$ cat config.mk
export PLATFORM = sky130hd
export DESIGN_NAME = spike_rate_decoder
export DESIGN_NICKNAME = d
export VERILOG_FILES = /design/src/rtl/spike_rate_decoder.sv
export SDC_FILE = /design/constraint.sdc
export NUM_CORES = 1
export LEC_CHECK = 0
export CAP_MARGIN = 15
export CORE_MARGIN = 1
export CORE_UTILIZATION = 52
export DETAILED_ROUTE_END_ITERATION = 10
export HOLD_SLACK_MARGIN = 0.06
export PLACE_DENSITY = 0.83
export SYNTH_ARGS = -nofsm -noshare
export SYNTH_HDL_FRONTEND = slang
export SYNTH_SLANG_ARGS = --single-unit
$ cat constraint.sdc
create_clock -name clk -period 2.4 [get_ports clk]
set_input_delay 0.24 -clock clk [delete_from_list [all_inputs] [get_ports clk]]
set_output_delay 0.24 -clock clk [all_outputs]
set_load 0.005 [all_outputs]
$ cat src/rtl/spike_rate_decoder.sv
// Spike rate / inter-spike-interval decoder: counts rising edges of spike_in over a
// fixed window, tracks the last interval, and hands the result off with a valid/ready pair.
module spike_rate_decoder #(
  parameter int WINDOW = 1000,
  parameter int RATE_W = 8,
  parameter int ISI_W  = 16
) (
  input  logic              clk,
  input  logic              rst,
  input  logic              en,
  input  logic              spike_in,
  output logic [RATE_W-1:0] rate_out,
  output logic [ISI_W-1:0]  isi_out,
  output logic              overflow,
  output logic              out_valid,
  input  logic              out_ready
);

  localparam int WIN_W = (WINDOW > 1) ? $clog2(WINDOW) : 1;
  localparam logic [WIN_W-1:0]  WIN_LAST = WIN_W'(WINDOW - 1);
  localparam logic [RATE_W-1:0] CNT_MAX  = '1;
  localparam logic [ISI_W-1:0]  IVL_MAX  = '1;

  typedef enum logic [1:0] {IDLE, MEASURE, HOLD} state_e;

  state_e            state_q, state_d;
  logic [WIN_W-1:0]  win_q, win_d;
  logic [RATE_W-1:0] cnt_q, cnt_d;
  logic [ISI_W-1:0]  ivl_q, ivl_d;
  logic [ISI_W-1:0]  ist_q, ist_d;
  logic              seen_q, seen_d;
  logic              ovf_q, ovf_d;
  logic              prev_q;
  logic [RATE_W-1:0] rate_q, rate_d;
  logic [ISI_W-1:0]  isi_q, isi_d;
  logic              ovfo_q, ovfo_d;
  logic              spike_ev;
  logic              clr;

  assign spike_ev = spike_in & ~prev_q;

  always_comb begin
    state_d = state_q;
    win_d   = win_q;
    cnt_d   = cnt_q;
    ivl_d   = ivl_q;
    ist_d   = ist_q;
    seen_d  = seen_q;
    ovf_d   = ovf_q;
    rate_d  = rate_q;
    isi_d   = isi_q;
    ovfo_d  = ovfo_q;
    clr     = 1'b0;
    case (state_q)
      IDLE: begin
        if (en) begin
          state_d = MEASURE;
          clr     = 1'b1;
        end
      end
      MEASURE: begin
        if (!en) begin
          state_d = IDLE;
        end else begin
          win_d = win_q + WIN_W'(1);
          if (spike_ev) begin
            if (cnt_q == CNT_MAX) ovf_d = 1'b1;
            else                  cnt_d = cnt_q + RATE_W'(1);
            if (seen_q) ist_d = ivl_q;
            ivl_d  = ISI_W'(1);
            seen_d = 1'b1;
          end else begin
            if (ivl_q == IVL_MAX) ovf_d = 1'b1;
            else                  ivl_d = ivl_q + ISI_W'(1);
          end
          // Latch uses the _d values so an event in the last window cycle is included.
          if (win_q == WIN_LAST) begin
            state_d = HOLD;
            rate_d  = cnt_d;
            isi_d   = ist_d;
            ovfo_d  = ovf_d;
          end
        end
      end
      HOLD: begin
        if (out_ready) begin
          state_d = en ? MEASURE : IDLE;
          clr     = en;
        end
      end
      default: state_d = IDLE;
    endcase
    if (clr) begin
      win_d  = '0;
      cnt_d  = '0;
      ivl_d  = '0;
      ist_d  = '0;
      seen_d = 1'b0;
      ovf_d  = 1'b0;
    end
  end

  always_ff @(posedge clk or posedge rst) begin
    if (rst) begin
      state_q <= IDLE;
      win_q   <= '0;
      cnt_q   <= '0;
      ivl_q   <= '0;
      ist_q   <= '0;
      seen_q  <= 1'b0;
      ovf_q   <= 1'b0;
      prev_q  <= 1'b0;
      rate_q  <= '0;
      isi_q   <= '0;
      ovfo_q  <= 1'b0;
    end else begin
      state_q <= state_d;
      win_q   <= win_d;
      cnt_q   <= cnt_d;
      ivl_q   <= ivl_d;
      ist_q   <= ist_d;
      seen_q  <= seen_d;
      ovf_q   <= ovf_d;
      prev_q  <= spike_in;
      rate_q  <= rate_d;
      isi_q   <= isi_d;
      ovfo_q  <= ovfo_d;
    end
  end

  assign rate_out  = rate_q;
  assign isi_out   = isi_q;
  assign overflow  = ovfo_q;
  assign out_valid = (state_q == HOLD);

endmodule

==> results.md, run 1 <==
Run status:
- The run finished with clean final reports.

Critical path:
- The endpoint of the worst register-to-register path is ivl_q[12]$_DFFE_PP0P_.
- The type of the setup path with the least slack is flip-flop to flip-flop.
- The critical register-to-register path startpoint is ivl_q[1]$_DFFE_PP0P_.
- Data arrives at the worst endpoint at 2.32 ns.
- The slowest stage of the critical path is the sky130_fd_sc_hd__o31ai_4 cell.
- The largest driver fanout on the critical path is 14.
- STA puts the critical path data required time at around 2.7 ns.
- The endpoint class of the critical path is a flip-flop.
- Tracing the worst setup path back leads to its startpoint at ivl_q[1]$_DFFE_PP0P_.
- The longest individual stage delay on the worst path is roughly 0.54 ns.
- The worst reg-to-reg setup slack is roughly 0.34 ns.
- STA classifies the critical path startpoint as a flip-flop.
- Counting cells, the worst reg-to-reg path comes to 6.
- The signal on the critical path passes through ha_1 -> and3_1 -> nand4b_4 -> o31ai_4 -> a21oi_1 -> o22ai_1.

Cells and area:
- Compared with the post-synthesis result, the final layout area differs by 15.3%.
- 0 antenna diodes ended up in the layout.
- The final-stage net count is 460.
- The most frequent standard cell in the layout excluding fill and tap cells is sky130_fd_sc_hd__dfrtp_1.
- In the layout the commonest cells are sky130_fd_sc_hd__dfrtp_1, sky130_fd_sc_hd__nand2_1, sky130_fd_sc_hd__nor2_1.
- The share of post-route cells with drive strength above 1 is ~7.7%.
- The final standard cell count with taps included and fillers excluded is 556.
- After filler insertion, the fill cell instance count of the layout stands at 580.

Synthesis:
- The netlist area before placement is just under 0.004 mm².
- The post-synthesis average cell area is roughly 9.3 µm².
- In this run, synthesis inferred 0 flip-flops with an integrated enable.
- In this run, synthesis produced a sequential element count of 80.
- The complex-gate fraction of the synthesized area is around 15%.
- Yosys mapped the design onto 45 distinct sky130hd cell types.
- Of all flip-flops after synthesis, the portion carrying an async set or reset was 100%.
- Synthesis produced a netlist whose cell count is about 420.
- In the synthesized netlist the dominant register cell turns out to be sky130_fd_sc_hd__dfrtp_1.
- The main combinational cell family by area after synthesis is simple AND/OR/NAND/NOR gates.
- The number of nets in the synthesized netlist is 429.
- The area share of xor/xnor cells in the synthesized design is under 10%.
- After synthesis, the share of cell area in mux cells is under 10%.
- The sequential-to-total area share from yosys stat is around half.
- After Yosys synthesis, full adders, half adders and majority gates account for less than 1% of the synthesized area.
- During synthesis, Yosys emitted a total of 0 warnings.
- The synthesized netlist devotes a little over a fifth of its cell area to simple gates.

Pwr:
- The peak supply drop is between 0.3 and 0.4 mV.
- The standby leakage power is between 0.002 and 0.0025 µW.
- The total power per unit cell area is between 500 and 600 mW/mm².

Detailed routing:
- The routed wirelength normalized by instance count is between 15 and 20 µm.
- Summed over all layers, the routed wires come to 8510 µm.
- The detailed route wirelength on metal2 is 4080 µm.
- The detailed router put a total of just under 4000 µm of wire on met1.
- For this run, design rule violations remaining after detail routing come to 0.
- The number of search-and-repair iterations in the first detailed-routing pass is 4.
- The uppermost layer routed is met4.
- The final route contains 3143 vias.
- In the detailed route, the total length drawn on met3 is around 440 µm.
- The post-detailed-route count of antenna-violating nets is 0.
- The number of vias per cell is about 5.7.
- The starting DRC count in detailed routing is 193.

Timing:
- The max-slew violation total from the final report is 0.
- The transition at the pin with the smallest max-transition slack is between 0.6 and 0.7 ns.
- The number of hold violations in the final report was 0.
- The total setup violations reported at the end of the flow is 0.
- The maximum achievable frequency is a little under 500 MHz.
- Summed over all failing endpoints, the final setup total negative slack is 0 ns.
- Across all hold checks on the routed design, the worst slack comes to roughly 0.19 ns.
- Setup slack on the critical path of the routed design comes to between 0.3 and 0.4 ns.
- The final critical delay including setup and external delays is roughly 2 ns.
- The setup clock skew after layout is roughly 0.0098 ns.
- The fraction of the cycle the final worst path needs is 85.7%.
- Headroom to the max-slew limit came out at between 50% and 60%.
- Setup repair after global routing left no endpoint under its margin.

Floorplanning:
- The floorplan step defined a die boundary enclosing between 0.007 and 0.008 mm².
- Once the floorplan was initialized, standard cells occupied 53.9% of the core.
- The floorplan step defined a core boundary enclosing 0.00725 mm².
- 31 I/O pins were placed.
- The number of standard-cell rows in the floorplan is 31.
- The x dimension of the die is about 89 µm.
- The vertical die dimension is 88.7 µm.

Placed design:
- In this run the tool buffered the top-level ports with 30 buffer cells.
- The congestion estimate from routability-driven global placement came to about 0.93.
- The post-place setup slack is roughly 0.25 ns.
- The detailed-placement wirelength estimate is between 5000 and 6000 µm.
- The number of placed instances, taps included, is 540.

Clock network:
- The maximum count of clock buffers along a single path is 2.
- The root buffer cell is sky130_fd_sc_hd__clkbuf_8.
- The TritonCTS sink count is 80.
- TritonCTS built the clock tree.
- The number of instances resized during post-cts repair is 0.
- The clock slew seen by the registers of the worst setup and hold paths is approximately 0.08 ns.
- The H-tree depth is 3.
- The number of buffers added by the clock tree synthesis step is 9.
- The number of hold-repair buffers added at the cts stage is 0.
- The clock reaches the later pin of the worst-skew pair after approximately 0.36 ns.
- Once the clock tree was built, the setup fixing pass inserted 0 buffers.

GRT:
- The via count of the first global-routing pass is 2944.
- The residual overflow from global routing is 0.
- The maximum number of pins on one net before global-route repair is 64.
- The first global-routing pass estimated 14300 µm of wire.
- The number of antenna violations at the first check in global routing was 0.
- For this run, the total global-route usage over all layers was measured as about a quarter.

Job:
- The max capacitance violation total is 0.

Hold path:
- The worst hold path belongs to the class primary input to async pin.
[cell usage after synthesis, types with 2 or more instances]
cell type | n | area share [%]
sky130_fd_sc_hd__o211ai_1 | 2 | 0.38
sky130_fd_sc_hd__and3_1 | 3 | 0.48
sky130_fd_sc_hd__a21o_1 | 5 | 0.96
sky130_fd_sc_hd__dfrtp_1 | 80 | 51
sky130_fd_sc_hd__nand3_1 | 13 | 1.7
sky130_fd_sc_hd__xor2_1 | 4 | 0.90
sky130_fd_sc_hd__inv_1 | 13 | 1.2
sky130_fd_sc_hd__a22o_1 | 2 | 0.45
sky130_fd_sc_hd__or3_1 | 5 | 0.80
sky130_fd_sc_hd__o21ai_0 | 37 | 4.7
sky130_fd_sc_hd__nor2b_1 | 5 | 0.80
sky130_fd_sc_hd__clkbuf_1 | 7 | 0.67
sky130_fd_sc_hd__nand2_1 | 67 | 6.4
sky130_fd_sc_hd__and2_1 | 2 | 0.32
sky130_fd_sc_hd__nor3_1 | 9 | 1.2
sky130_fd_sc_hd__o21ai_1 | 3 | 0.38
sky130_fd_sc_hd__nor2_1 | 46 | 4.4
sky130_fd_sc_hd__o22ai_1 | 2 | 0.32
sky130_fd_sc_hd__and4_1 | 3 | 0.67
sky130_fd_sc_hd__o31ai_1 | 3 | 0.58
sky130_fd_sc_hd__buf_6 | 3 | 0.86
sky130_fd_sc_hd__mux2i_1 | 19 | 4.9
sky130_fd_sc_hd__a311oi_1 | 2 | 0.45
sky130_fd_sc_hd__ha_1 | 3 | 0.96
sky130_fd_sc_hd__nand2b_1 | 2 | 0.32
sky130_fd_sc_hd__buf_2 | 8 | 1.0
sky130_fd_sc_hd__a21oi_1 | 37 | 4.7
sky130_fd_sc_hd__nand4_1 | 8 | 1.3
sky130_fd_sc_hd__nand4b_1 | 2 | 0.45
sky130_fd_sc_hd__xnor2_1 | 7 | 1.6
sky130_fd_sc_hd__a31oi_1 | 5 | 0.80
[per-stage QoR]
stage          power (µW)  area [µm²]  util, %
3_3_place_gp         1690        4320     59.6
6_report             2630        4510     62.2
4_1_cts              2640        4510     62.2
2_1_floorplan        1620        3910        -
3_5_place_dp         1700        4320     59.6
5_1_grt              2730        4510     62.2
[logic make-up after synthesis]
kind of cell / after synthesis
XOR/XNOR: 11
flip-flops: 80
buffers and inverters: 32
AND/OR/NAND/NOR: 174
multiplexers: 19
AO/OA/AOI/OAI: 102
adder cells (fa/ha/maj): 3
[power by group]
group          switching (µW)  leakage [µW]  internal, µW
clock                     486     0.0000985           471
combinational             151      0.000822          86.6
sequential               50.5       0.00110          1380
[area by class of cell]
| class | instances | area (µm²) | share of cell area [%] |
|---|---|---|---|
| flip-flops and latches | 80 | 2000 | 44.4 |
| well taps | 99 | 124 | 2.75 |
| clock buffers | 9 | 124 | 2.75 |
| inverters | 13 | 48.8 | 1.08 |
| multi-input cells | 309 | 1760 | 38.9 |
| clock inverters | 7 | 62.6 | 1.39 |
| repair buffers | 39 | 393 | 8.71 |
[how the worst max path moves through the flow]
| stage | end | cells past startpoint | slack (ns) |
|---|---|---|---|
| after detailed placement | ivl_q[10]$_DFFE_PP0P_ | 6 | 0.25 |
| after global routing | ivl_q[13]$_DFFE_PP0P_ | 6 | 0.17 |
| after floorplan | cnt_q[0]$_DFFE_PP0P_ | 1 | 0.11 |
| after global placement | ivl_q[15]$_DFFE_PP0P_ | 6 | 0.29 |
| final | ivl_q[12]$_DFFE_PP0P_ | 6 | 0.34 |
| after CTS | ivl_q[6]$_DFFE_PP0P_ | 6 | 0.36 |
[routing by layer]
layer / GRT usage (%) / vias to the layer above
met2: 37.1 / 97
met5: 0 / -
met4: 11.7 / 0
met1: 32.8 / 1507
li1: - / 1527
met3: 4.57 / 12
[critical path: cells and delay by family (launching register included)]
| kind | cells | cell delay, ns |
|---|---|---|
| compound gates | 3 | 0.82 |
| simple gates | 2 | 0.41 |
| fa+ha+maj | 1 | 0.26 |
| flops | 1 | 0.46 |
[registers in the layout (all words and copies together), names as in the netlist]
name / count
seen_q: 1
win_q: 10
prev_q: 1
isi_out: 16
ivl_q: 16
ist_q: 16
overflow: 1
state_q: 2
cnt_q: 8
rate_out: 8
ovf_q: 1
(Power assumes the default switching activity.)
==> run 2, diff against run 1 <==
- ABC_AREA: unset -> 0
==> results of run 2 <==
The final DEF is identical to that of run 1; final timing and power are the same.
